`src/rtl/sys_arr_mac_seq.sv`:
```
// ---------------------------------------------------------------------------
// sys_arr_mac_seq
//   Sequencer for an N x N systolic MAC array. A job loads N weight rows,
//   streams nvec input vectors through the array, drains the pipeline with
//   N-1 zero vectors and then pulses done.
//
//   Handshakes: a transfer happens in a cycle where both valid and ready are
//   high. Ready never depends on the matching valid. cmd_ready, w_ready and
//   in_ready come from registered state only.
//
// Ports
//   clk, rst         rising-edge clock, asynchronous active-high reset
//   cmd_valid/ready  job request; cmd_nvec is latched on accept
//   w_valid/ready    one weight row per transfer (LOAD_W only)
//   in_valid/ready   one input vector per transfer (STREAM, no op in flight)
//   mac_value_ready  AND of every MAC's value_ready flag
//   abort            synchronous job cancel
//   weight_en        MAC bus select: 1 = weights, 0 = inputs
//   mac_start        one-cycle start pulse for a MAC operation
//   mac_count        cycle count of the current MAC operation
//   mac_shift        one-cycle shift pulse towards the next MAC
//   zero_fill        forces a zero input vector while draining
//   busy             high outside IDLE
//   done             one-cycle job-complete pulse
// ---------------------------------------------------------------------------
module sys_arr_mac_seq #(
    parameter int N       = 4,
    parameter int MUL_LEN = 2,
    parameter int ADD_LEN = 3,
    localparam int L      = MUL_LEN + ADD_LEN,
    localparam int CW     = $clog2(L) + 1
) (
    input  logic          clk,
    input  logic          rst,
    input  logic          cmd_valid,
    input  logic [7:0]    cmd_nvec,
    output logic          cmd_ready,
    input  logic          w_valid,
    output logic          w_ready,
    input  logic          in_valid,
    output logic          in_ready,
    input  logic          mac_value_ready,
    input  logic          abort,
    output logic          weight_en,
    output logic          mac_start,
    output logic [CW-1:0] mac_count,
    output logic          mac_shift,
    output logic          zero_fill,
    output logic          busy,
    output logic          done
);

    localparam int RW = $clog2(N) + 1;
    localparam logic [RW-1:0] ROW_LAST   = RW'(N - 1);
    localparam logic [RW-1:0] DRAIN_LAST = (N > 1) ? RW'(N - 2) : '0;
    localparam logic [CW-1:0] CNT_LAST   = CW'(L - 1);

    typedef enum logic [2:0] {
        S_IDLE   = 3'd0,
        S_LOAD_W = 3'd1,
        S_STREAM = 3'd2,
        S_DRAIN  = 3'd3,
        S_FIN    = 3'd4
    } state_t;

    // With a single-row array there is nothing to drain.
    localparam state_t AFTER_INPUTS = (N > 1) ? S_DRAIN : S_FIN;

    state_t        state;
    state_t        state_next;
    logic [7:0]    nvec;
    logic [7:0]    vec_cnt;
    logic [RW-1:0] row_cnt;
    logic [RW-1:0] drain_cnt;
    logic          op_active;

    logic          abort_job;
    logic          w_acc;
    logic          in_acc;
    logic          op_end;
    logic          last_vec;
    logic          start_next;

    assign abort_job = abort && (state != S_IDLE);
    assign w_acc     = (state == S_LOAD_W) && w_valid;
    assign in_acc    = in_ready && in_valid;
    // The operation finishes in the very cycle the MACs report ready, so the
    // shift is gated directly by mac_value_ready rather than a cycle later.
    assign op_end    = op_active && (mac_count == CNT_LAST) && mac_value_ready;
    assign last_vec  = (vec_cnt + 8'd1) == nvec;

    // State register
    always_ff @(posedge clk or posedge rst) begin
        if (rst) begin
            state <= S_IDLE;
        end else begin
            state <= state_next;
        end
    end

    // Next-state logic; abort overrides every other transition.
    always_comb begin
        state_next = state;
        case (state)
            S_IDLE:   if (cmd_valid) state_next = S_LOAD_W;
            S_LOAD_W: if (w_acc && (row_cnt == ROW_LAST))
                          state_next = (nvec != 8'd0) ? S_STREAM : AFTER_INPUTS;
            S_STREAM: if (op_end && last_vec) state_next = AFTER_INPUTS;
            S_DRAIN:  if (op_end && (drain_cnt == DRAIN_LAST)) state_next = S_FIN;
            S_FIN:    state_next = S_IDLE;
            default:  state_next = S_IDLE;
        endcase
        if (abort_job) state_next = S_IDLE;
    end

    // Output decode
    always_comb begin
        cmd_ready = (state == S_IDLE);
        w_ready   = (state == S_LOAD_W);
        weight_en = (state == S_LOAD_W);
        in_ready  = (state == S_STREAM) && !op_active;
        zero_fill = (state == S_DRAIN);
        busy      = (state != S_IDLE);
        done      = (state == S_FIN);
        mac_shift = w_acc || op_end;
    end

    // A MAC start follows an input handshake, entry into DRAIN (the previous
    // shift was the last weight row or the last input op), or a drain shift
    // that is not the final one.
    always_comb begin
        start_next = (in_acc && !abort_job)
                  || ((state_next == S_DRAIN) && (state != S_DRAIN))
                  || ((state == S_DRAIN) && (state_next == S_DRAIN) && op_end);
    end

    // Datapath: counters, operation tracking and the registered MAC controls.
    always_ff @(posedge clk or posedge rst) begin
        if (rst) begin
            nvec      <= '0;
            vec_cnt   <= '0;
            row_cnt   <= '0;
            drain_cnt <= '0;
            op_active <= 1'b0;
            mac_start <= 1'b0;
            mac_count <= '0;
        end else if (abort_job) begin
            vec_cnt   <= '0;
            row_cnt   <= '0;
            drain_cnt <= '0;
            op_active <= 1'b0;
            mac_start <= 1'b0;
            mac_count <= '0;
        end else begin
            mac_start <= start_next;
            if ((state == S_IDLE) && cmd_valid) begin
                nvec      <= cmd_nvec;
                vec_cnt   <= '0;
                row_cnt   <= '0;
                drain_cnt <= '0;
            end
            if (w_acc) begin
                row_cnt <= (row_cnt == ROW_LAST) ? '0 : row_cnt + RW'(1);
            end
            if (op_end && (state == S_STREAM)) vec_cnt <= vec_cnt + 8'd1;
            if (op_end && (state == S_DRAIN)) drain_cnt <= drain_cnt + RW'(1);
            if (state == S_FIN) begin
                vec_cnt   <= '0;
                drain_cnt <= '0;
            end
            // Count restarts at 0 in the start cycle, saturates at L-1 while
            // waiting for the MACs, and rests at 0 between operations.
            if (start_next) begin
                op_active <= 1'b1;
                mac_count <= '0;
            end else if (op_end) begin
                op_active <= 1'b0;
                mac_count <= '0;
            end else if (op_active && (mac_count != CNT_LAST)) begin
                mac_count <= mac_count + CW'(1);
            end
        end
    end

endmodule

```
`config.mk`:
```
export PLATFORM = sky130hd
export DESIGN_NAME = sys_arr_mac_seq
export DESIGN_NICKNAME = d
export VERILOG_FILES = /design/src/rtl/sys_arr_mac_seq.sv
export SDC_FILE = /design/constraint.sdc
export NUM_CORES = 1
export LEC_CHECK = 0
export ABC_CLOCK_PERIOD_IN_PS = 1700
export BUFFER_PORTS_ARGS = -buffer_cell sky130_fd_sc_hd__buf_2
export CORE_ASPECT_RATIO = 0.6
export CORE_UTILIZATION = 51
export DETAILED_ROUTE_END_ITERATION = 8
export GPL_TIMING_DRIVEN = 0
export PLACE_DENSITY = 0.75
export SLEW_MARGIN = 20
export SYNTH_ARGS = -nofsm -noshare
export SYNTH_HDL_FRONTEND = slang
export SYNTH_SLANG_ARGS = --single-unit
```
`constraint.sdc`:
```
create_clock -name clk -period 1.7 [get_ports clk]
set_input_delay 0.17 -clock clk [delete_from_list [all_inputs] [get_ports clk]]
set_output_delay 0.17 -clock clk [all_outputs]
set_load 0.02 [all_outputs]
```
==> results.toml, run 1 <==
[job]
maxCapViolCount = 0

[worst_setup_path]
crit_chain = "nand2_1 > o31a_1 > a211o_1 > a32oi_2 > nor3b_2"
crit_type = "reg2reg"
r2r-end = "mac_count[1]"
cp.required_ps = 1890
r2r_slack_ps = -270
critPathMaxFanout = 7
critPathMaxStageDelay_ps = 530
worstReg2RegStart = "op_active"
endpoint_kind = "flop"
crit_buf_inv = 0
critPathTopFamily = "compound AO/OA/AOI/OAI gates"
worstSetupStartpointType = "flop"
cp.arrival_ps = 2160
rr_worst_depth = 5
cp_slowest_cell = "dfrtp_1"

[timing]
rsz0062_at_grt = "yes"
fin_crit_sh_pct = 116
slew_violations = 0
period_minus_slack_ps = 1970
setup_viol = 10
max_freq_mhz = 507
slew_headroom_pct = 56.3
setup_ws_ps = -272
worstMarginPinSlew_ps = 655
skew_ps = 4.64
hold_viol_final = 31
setup_tns_ps = -1380
whs_ps = -25.6

[synthesis]
synth_area_leader_cell = "dfrtp_1"
synth.avg_cell_area_um2 = 9.46
synth-xor-area-share_pct = 8.09
synth_nets = 222
synth-compound-area-share_pct = 13.0
synth-edff-count = 0
synthAdderAreaFrac_pct = 3.95
synthArstFlopShare_pct = 100
netlist_area_um2 = 1900
synthMuxAreaShare_pct = 5.26
synth_top_area_share_pct = 40.8
ys_seq_area_share_pct = 40.8
synth.most_common_cell = "dfrtp_1"
yosys.area_share.simple_pct = 25.1
ys_top_cells_by_area = "dfrtp_1 41%, mux2_2 4.7%, ha_1 3.9%"
synth_warnings = 0
synth.distinct_cells = 49
synth_top_family_by_area = "simple AND/OR/NAND/NOR gates"
netlist_top_cells_count = "31 x dfrtp_1, 18 x nand2_1, 15 x o21ai_0, 12 x nor2_1, 9 x nand3_1"
ys_ff_latch = 31
synthFlopType = "dfrtp_1"
syn_inst = 201

[clock_network]
cts.path.max_buffers = 2
numCtsBuffers = 5
clock-sinks = 31
path_clk_slew_ps = 70
postCtsHoldBufs = 0
cts_tree = "done"
cts-root-buf = "clkbuf_8"
clock_latency_ps = 280
htreeDepth = 2

[die]
ioPinCount = 28
fp.coreArea_um2 = 3400
dieArea_um2 = 3990
die_h_um = 49.3
initial_core_util_pct = 55.9
dieWidth_um = 80.8
rows = 16

[global_routing]
grt.overflow.total = 0
grt_antenna_before_repair = 0
grt_pass1_vias = 1556
grt_max_degree = 32
grt_usage_pct = 26.7
grt_first_pass_wirelength_um = 7880

[detailed_routing]
via_per_inst = 6.23
drcViolationCount = 0
dr_total_vias = 1875
drt_iter0_drc = 268
wl_per_cell_um = 18.5
ant_nets = 0
dr.pass1.iters = 5
wirelength_um = 5560

[power_and_ir_drop]
power.density_nw_per_um2 = 1300
vdd_drop_max_mv = 0.899
switching_share_pct = 37.9
finalPower_w = 0.00341
internal-power_w = 0.00212
p_switching_w = 0.00129
p_leak_nw = 1.15
p_comb_share_pct = 44.9
pwr-share-clk_pct = 22.1
pwr-share-seq_pct = 32.9

[outcome]
violations = "hold timing, setup timing"
status = "complete, but fails checks"

[place]
portBuffers = 27
dp_hpwl_um = 3190
place.gp.congestion = 0.826

[cells_and_area]
drive_gt1_share_pct = 43.4
multi_input_area_um2 = 1230
layout.nets = 276
syn_to_final_growth_pct = 37.3
regArea_um2 = 783
n_antenna_cell = 0
fillers = 225
fin_util_pct = 76.7

[hold_path]
hold_class = "in2async"
-- sequential cells by signal, indices dropped and copies added (netlist names) --
register   cells
state          3
row_cnt        3
op_active      1
drain_cnt      3
mac_count      4
vec_cnt        8
nvec           8
mac_start      1
-- kinds of logic (layout without fill, tap and decap cells) --
group | after synthesis | after routing
and+or+nand+nor | 85 | 85
AOI/OAI and AO/OA | 38 | 38
DFF | 31 | 31
xor gates and xnor gates | 16 | 16
buffers and inverters | 16 | 71
muxes | 9 | 9
adders and majority gates | 6 | 6
-- per-stage QoR --
| step | worst slack, ps | area, um2 | instances | hold slack [ps] |
|---|---|---|---|---|
| 6_report | -272 | 2610 | 301 | -25.6 |
| 5_1_grt | -350 | 2610 | 301 | 30.5 |
| 4_1_cts | -143 | 2400 | 287 | 3.62 |
| 3_5_place_dp | -341 | 2140 | 273 | 298 |
| 3_3_place_gp | -277 | 2140 | 273 | 402 |
| 2_1_floorplan | -90.8 | 1950 | 201 | 243 |
-- worst register-to-register path: stages (launching register included) --
cell	delay [ps]
dfrtp_1	530
nand2_1	210
o31a_1	360
a211o_1	320
a32oi_2	250
nor3b_2	230
-- power by group through the flow --
stage	Sequential [W]	Clock, W	Combinational [W]
after global routing	0.00113	0.000798	0.00162
after CTS	0.00110	0.000760	0.00131
after detailed placement	0.00111	0	0.00116
after floorplan	0.00106	0	0.000882
final	0.00112	0.000754	0.00153
after global placement	0.00109	0	0.00113
-- timing repair --
action / 4_1_cts / 5_1_grt
gates resized for setup: 23 / 35
pin swaps: 4 / 8
setup buffers: 7 / 14
endpoints found under the setup margin: 28 / 29
-- cells in the final DEF (no fill, tap or decap), types with 2 or more instances in the layout --
cell type  Yosys  layout
nand4_1        5       5
nand2_1       18      15
o211ai_1       2       2
nor3_1         3       3
nor2_1        12      11
or4_1          2       2
inv_2          1       2
nand2_2        0       3
buf_2          2      25
nand2b_1       4       4
o21ai_2        0       2
and3_1         3       3
buf_6          1       8
nor4_2         0       4
a21oi_1        5       3
nor3b_4        0       2
dfrtp_1       31      25
mux2_2         8       8
o21ai_0       15       6
xor2_1         7       7
xnor2_1        8       8
buf_4          1      18
o31ai_2        0       2
a32oi_2        0       2
dfrtp_2        0       6
nor2b_1        5       3
clkbuf_8       0       6
ha_1           6       4
o21ai_1        0       7
a31oi_1        2       2
inv_1          8       6
and2_1         4       3
and2_4         1       2
nand3_1        9       9
-- metal layers --
| metal | up-vias | GRT usage, % | routed length, um |
|---|---|---|---|
| met5 | - | 0 | 0 |
| met4 | 0 | 3.57 | 197 |
| met2 | 109 | 35.9 | 2340 |
| met3 | 34 | 6.17 | 453 |
| met1 | 891 | 43.5 | 2560 |
| li1 | 841 | - | - |
-- how the worst max path moves through the flow --
stage                     depth (start not counted)         start           end
after floorplan                                   7  mac_count[0]  mac_count[0]
after global placement                            7  mac_count[0]  mac_count[1]
after detailed placement                          7  mac_count[0]  mac_count[0]
after CTS                                         7  mac_count[0]  mac_count[1]
after global routing                              7  mac_count[0]  mac_count[1]
final                                             5     op_active  mac_count[1]
-- final cells by class --
type	instances	share of cell area, %
Buffer	6	2.06
Clock buffer	6	3.16
Clock inverter	2	1.34
Inverter	9	1.39
Multi-Input combinational cell	154	47.1
Sequential cell	31	30.0
Tap cell	45	2.16
Timing Repair Buffer	48	12.8
Note: power is estimated with default switching activity, not from simulation.
==> inputs of run 2 (changes only) <==
--- a/config.mk
+++ b/config.mk
@@ -5,13 +5,15 @@
 export SDC_FILE = /design/constraint.sdc
 export NUM_CORES = 1
 export LEC_CHECK = 0
+export ABC_AREA = 1
 export ABC_CLOCK_PERIOD_IN_PS = 1700
 export BUFFER_PORTS_ARGS = -buffer_cell sky130_fd_sc_hd__buf_2
 export CORE_ASPECT_RATIO = 0.6
 export CORE_UTILIZATION = 51
 export DETAILED_ROUTE_END_ITERATION = 8
 export GPL_TIMING_DRIVEN = 0
-export PLACE_DENSITY = 0.75
+export PLACE_DENSITY = 0.76
+export RECOVER_POWER = 100
 export SLEW_MARGIN = 20
 export SYNTH_ARGS = -nofsm -noshare
 export SYNTH_HDL_FRONTEND = slang
==> results.toml, run 2 <==
[cells_and_area]
layout.nets = 310
syn_to_final_growth_pct = 31.2
drive_gt1_share_pct = 37.9
fillers = 233
final_cell_mix = "58 x nand2_1, 30 x inv_1, 26 x buf_2, 25 x dfrtp_1, 16 x buf_4"
n_antenna_cell = 0
fin_util_pct = 72.2
fin_cells = 335
design_area_um2 = 2410
reg_top3 = "nvec: 8 flops, vec_cnt: 8 flops, mac_count: 4 flops"
final_common_cell = "nand2_1"

[timing]
fin_crit_sh_pct = 113
hold_viol_final = 0
worstMarginPinSlew_ps = 657
slew_violations = 0
setup_ws_ps = -222
rsz0062_at_grt = "yes"
slew_headroom_pct = 56.2
setup_viol = 7
max_freq_mhz = 520
period_minus_slack_ps = 1920
setup_tns_ps = -1250
skew_ps = 3.87

[detailed_routing]
via_per_inst = 5.39
ant_nets = 0
dr_wl_met2_um = 2040
routed.top_layer = "met4"
wl_per_cell_um = 14.5
dr.pass1.iters = 6
drt_iter0_drc = 184
route.met3.wl_um = 327
wl_met1_um = 2370
drcViolationCount = 0
dr_total_vias = 1804
wirelength_um = 4850

[worst_setup_path]
r2r-end = "mac_count[2]"
endpoint_kind = "flop"
cp_slowest_cell = "dfrtp_2"
cp.required_ps = 1880
r2r_slack_ps = -220
worstSetupStartpointType = "flop"
critPathMaxFanout = 3
cp.arrival_ps = 2100
crit_type = "reg2reg"
cpMostUsedCell = "nand3_4"
critPathMaxStageDelay_ps = 430
crit_chain = "inv_2 > ha_4 > nand2_4 > nor2_4 > nand3_4 > nor2_4 > nand3_2 > nor2_2 > nand3_2 > nand2_2 > nand3_4 > nand3_4 > buf_12 > nor2_2"
cp-startpoint = "mac_count[0]"
worstReg2RegStart = "mac_count[0]"
rr_worst_depth = 14
crit_path_end = "mac_count[2]"

[die]
die_h_um = 48.5
rows = 16
initial_core_util_pct = 55.0
dieArea_um2 = 3860
dieWidth_um = 79.5
ioPinCount = 28
fp.coreArea_um2 = 3340

[synthesis]
synth.most_common_cell = "nand2_1"
ys_top_cells_by_area = "dfrtp_1 42%, nand2_1 13%, inv_1 7.4%"
synth_top_area_share_pct = 42.2
synth_warnings = 0
netlist_top_cells_count = "63 x nand2_1, 36 x inv_1, 31 x dfrtp_1, 21 x nor2_1, 14 x nand3_1"
synth.distinct_cells = 30
netlist_area_um2 = 1840
synth_nets = 259
ys_ff_latch = 31
synth_area_leader_cell = "dfrtp_1"
syn_inst = 238
synthFlopType = "dfrtp_1"
ys_seq_area_share_pct = 42.2
synthArstFlopShare_pct = 100
synth.avg_cell_area_um2 = 7.72
synth-edff-count = 0

[global_routing]
grt.overflow.total = 0
grt_max_degree = 32
grt_first_pass_wirelength_um = 7620
grt_antenna_before_repair = 0
grt_usage_pct = 27.3
grt_pass1_vias = 1581

[power_and_ir_drop]
power.density_nw_per_um2 = 1260
internal-power_w = 0.00173
pwr-share-seq_pct = 35.5
p_switching_w = 0.00130
vdd_drop_max_mv = 0.898
p_comb_share_pct = 45.6
pwr-share-clk_pct = 18.9
p_leak_nw = 1.20
switching_share_pct = 42.9

[place]
post-place-cells = 310
portBuffers = 27
dp_hpwl_um = 3150
pre_cts_slack_ps = -382
place.gp.congestion = 0.900
place_area_um2 = 2050

[clock_network]
path_clk_slew_ps = 70
cts.path.max_buffers = 2
numCtsBuffers = 5
htreeDepth = 2
cts-root-buf = "clkbuf_8"
clock-sinks = 31
cts_tree = "done"
clock_latency_ps = 290

[hold_path]
hold_class = "in2reg"

[outcome]
status = "complete, but fails checks"
violations = "setup timing"

[job]
maxCapViolCount = 0
run 2: cell count changes after synthesis, sizes merged, moves of 5 or more:
cell	previous run	this run
nor2	12	31
xnor2	8	1
mux2	8	0
nand3	9	19
nor2b	5	0
nand2	18	67
o22ai	0	6
inv	9	38
run 2: cell families after synthesis:
group / Yosys count / share of synthesized area (%)
AO/OA/AOI/OAI: 26 / 8.24
XOR/XNOR: 6 / 2.86
adder cells (fa/ha/maj): 6 / 4.08
buffers and inverters: 40 / 8.37
flip-flops: 31 / 42.2
AND/OR/NAND/NOR: 129 / 34.2
run 2: what timing repair did:
action / in CTS / in global routing
endpoints found under the setup margin: 16 / 29
hold buffers: 1 / 0
buffers inserted: 11 / 6
resized for setup: 17 / 23
pin swaps: 13 / 14
endpoints found under the hold margin: 31 / 0
cloned: 0 / 0
run 2: worst max-delay path: cells and delay by family, from the launching register on:
family / cells / cell delay [ps]
buffers and inverters: 2 / 220
AND/OR/NAND/NOR: 11 / 1030
adder cells (fa/ha/maj): 1 / 140
flip-flops: 1 / 430
run 2: worst min path at each step:
stage / start / endpoint / slack, ps / cells after the start
floorplan: abort / state[2] / 250 / 1
CTS: cmd_nvec[7] / nvec[7] / 70 / 3
global route: cmd_nvec[7] / nvec[7] / 80 / 3
detailed placement: rst / mac_count[2] / 290 / 2
global placement: cmd_nvec[7] / nvec[7] / 360 / 3
finish: cmd_nvec[0] / nvec[0] / 70 / 3
run 2: cell type report:
type                       instances  area (um2)  area share [%]
timing repair buffer              44         283            11.7
multi-input combinational        167        1050            43.5
tap                               45        56.3            2.33
inverter                          38         143            5.91
buffer                             2        12.5           0.519
sequential                        31         783            32.5
clock inverter                     2        12.5           0.519
clock buffer                       6        72.6            3.01
run 2: routing by layer:
layer  track usage, %  vias up
li1                 -      865
met1             41.9      854
met2             35.8       70
met3             7.74       15
met4             10.3        0
met5                0        -
run 2: per-stage QoR:
| stage | hold slack [ps] | power (W) |
|---|---|---|
| 2_1_floorplan | 245 | 0.00185 |
| 3_3_place_gp | 364 | 0.00212 |
| 3_5_place_dp | 293 | 0.00216 |
| 4_1_cts | 65.9 | 0.00285 |
| 5_1_grt | 83.6 | 0.00323 |
| 6_report | 69.6 | 0.00303 |
run 2: power groups by stage:
| stage | Sequential, W | Clock, W | Combinational (W) |
|---|---|---|---|
| after CTS | 0.00106 | 0.000582 | 0.00121 |
| after global placement | 0.00107 | 0 | 0.00105 |
| final | 0.00108 | 0.000572 | 0.00138 |
| after detailed placement | 0.00108 | 0 | 0.00108 |
| after floorplan | 0.00105 | 0 | 0.000793 |
| after global routing | 0.00109 | 0.000623 | 0.00151 |
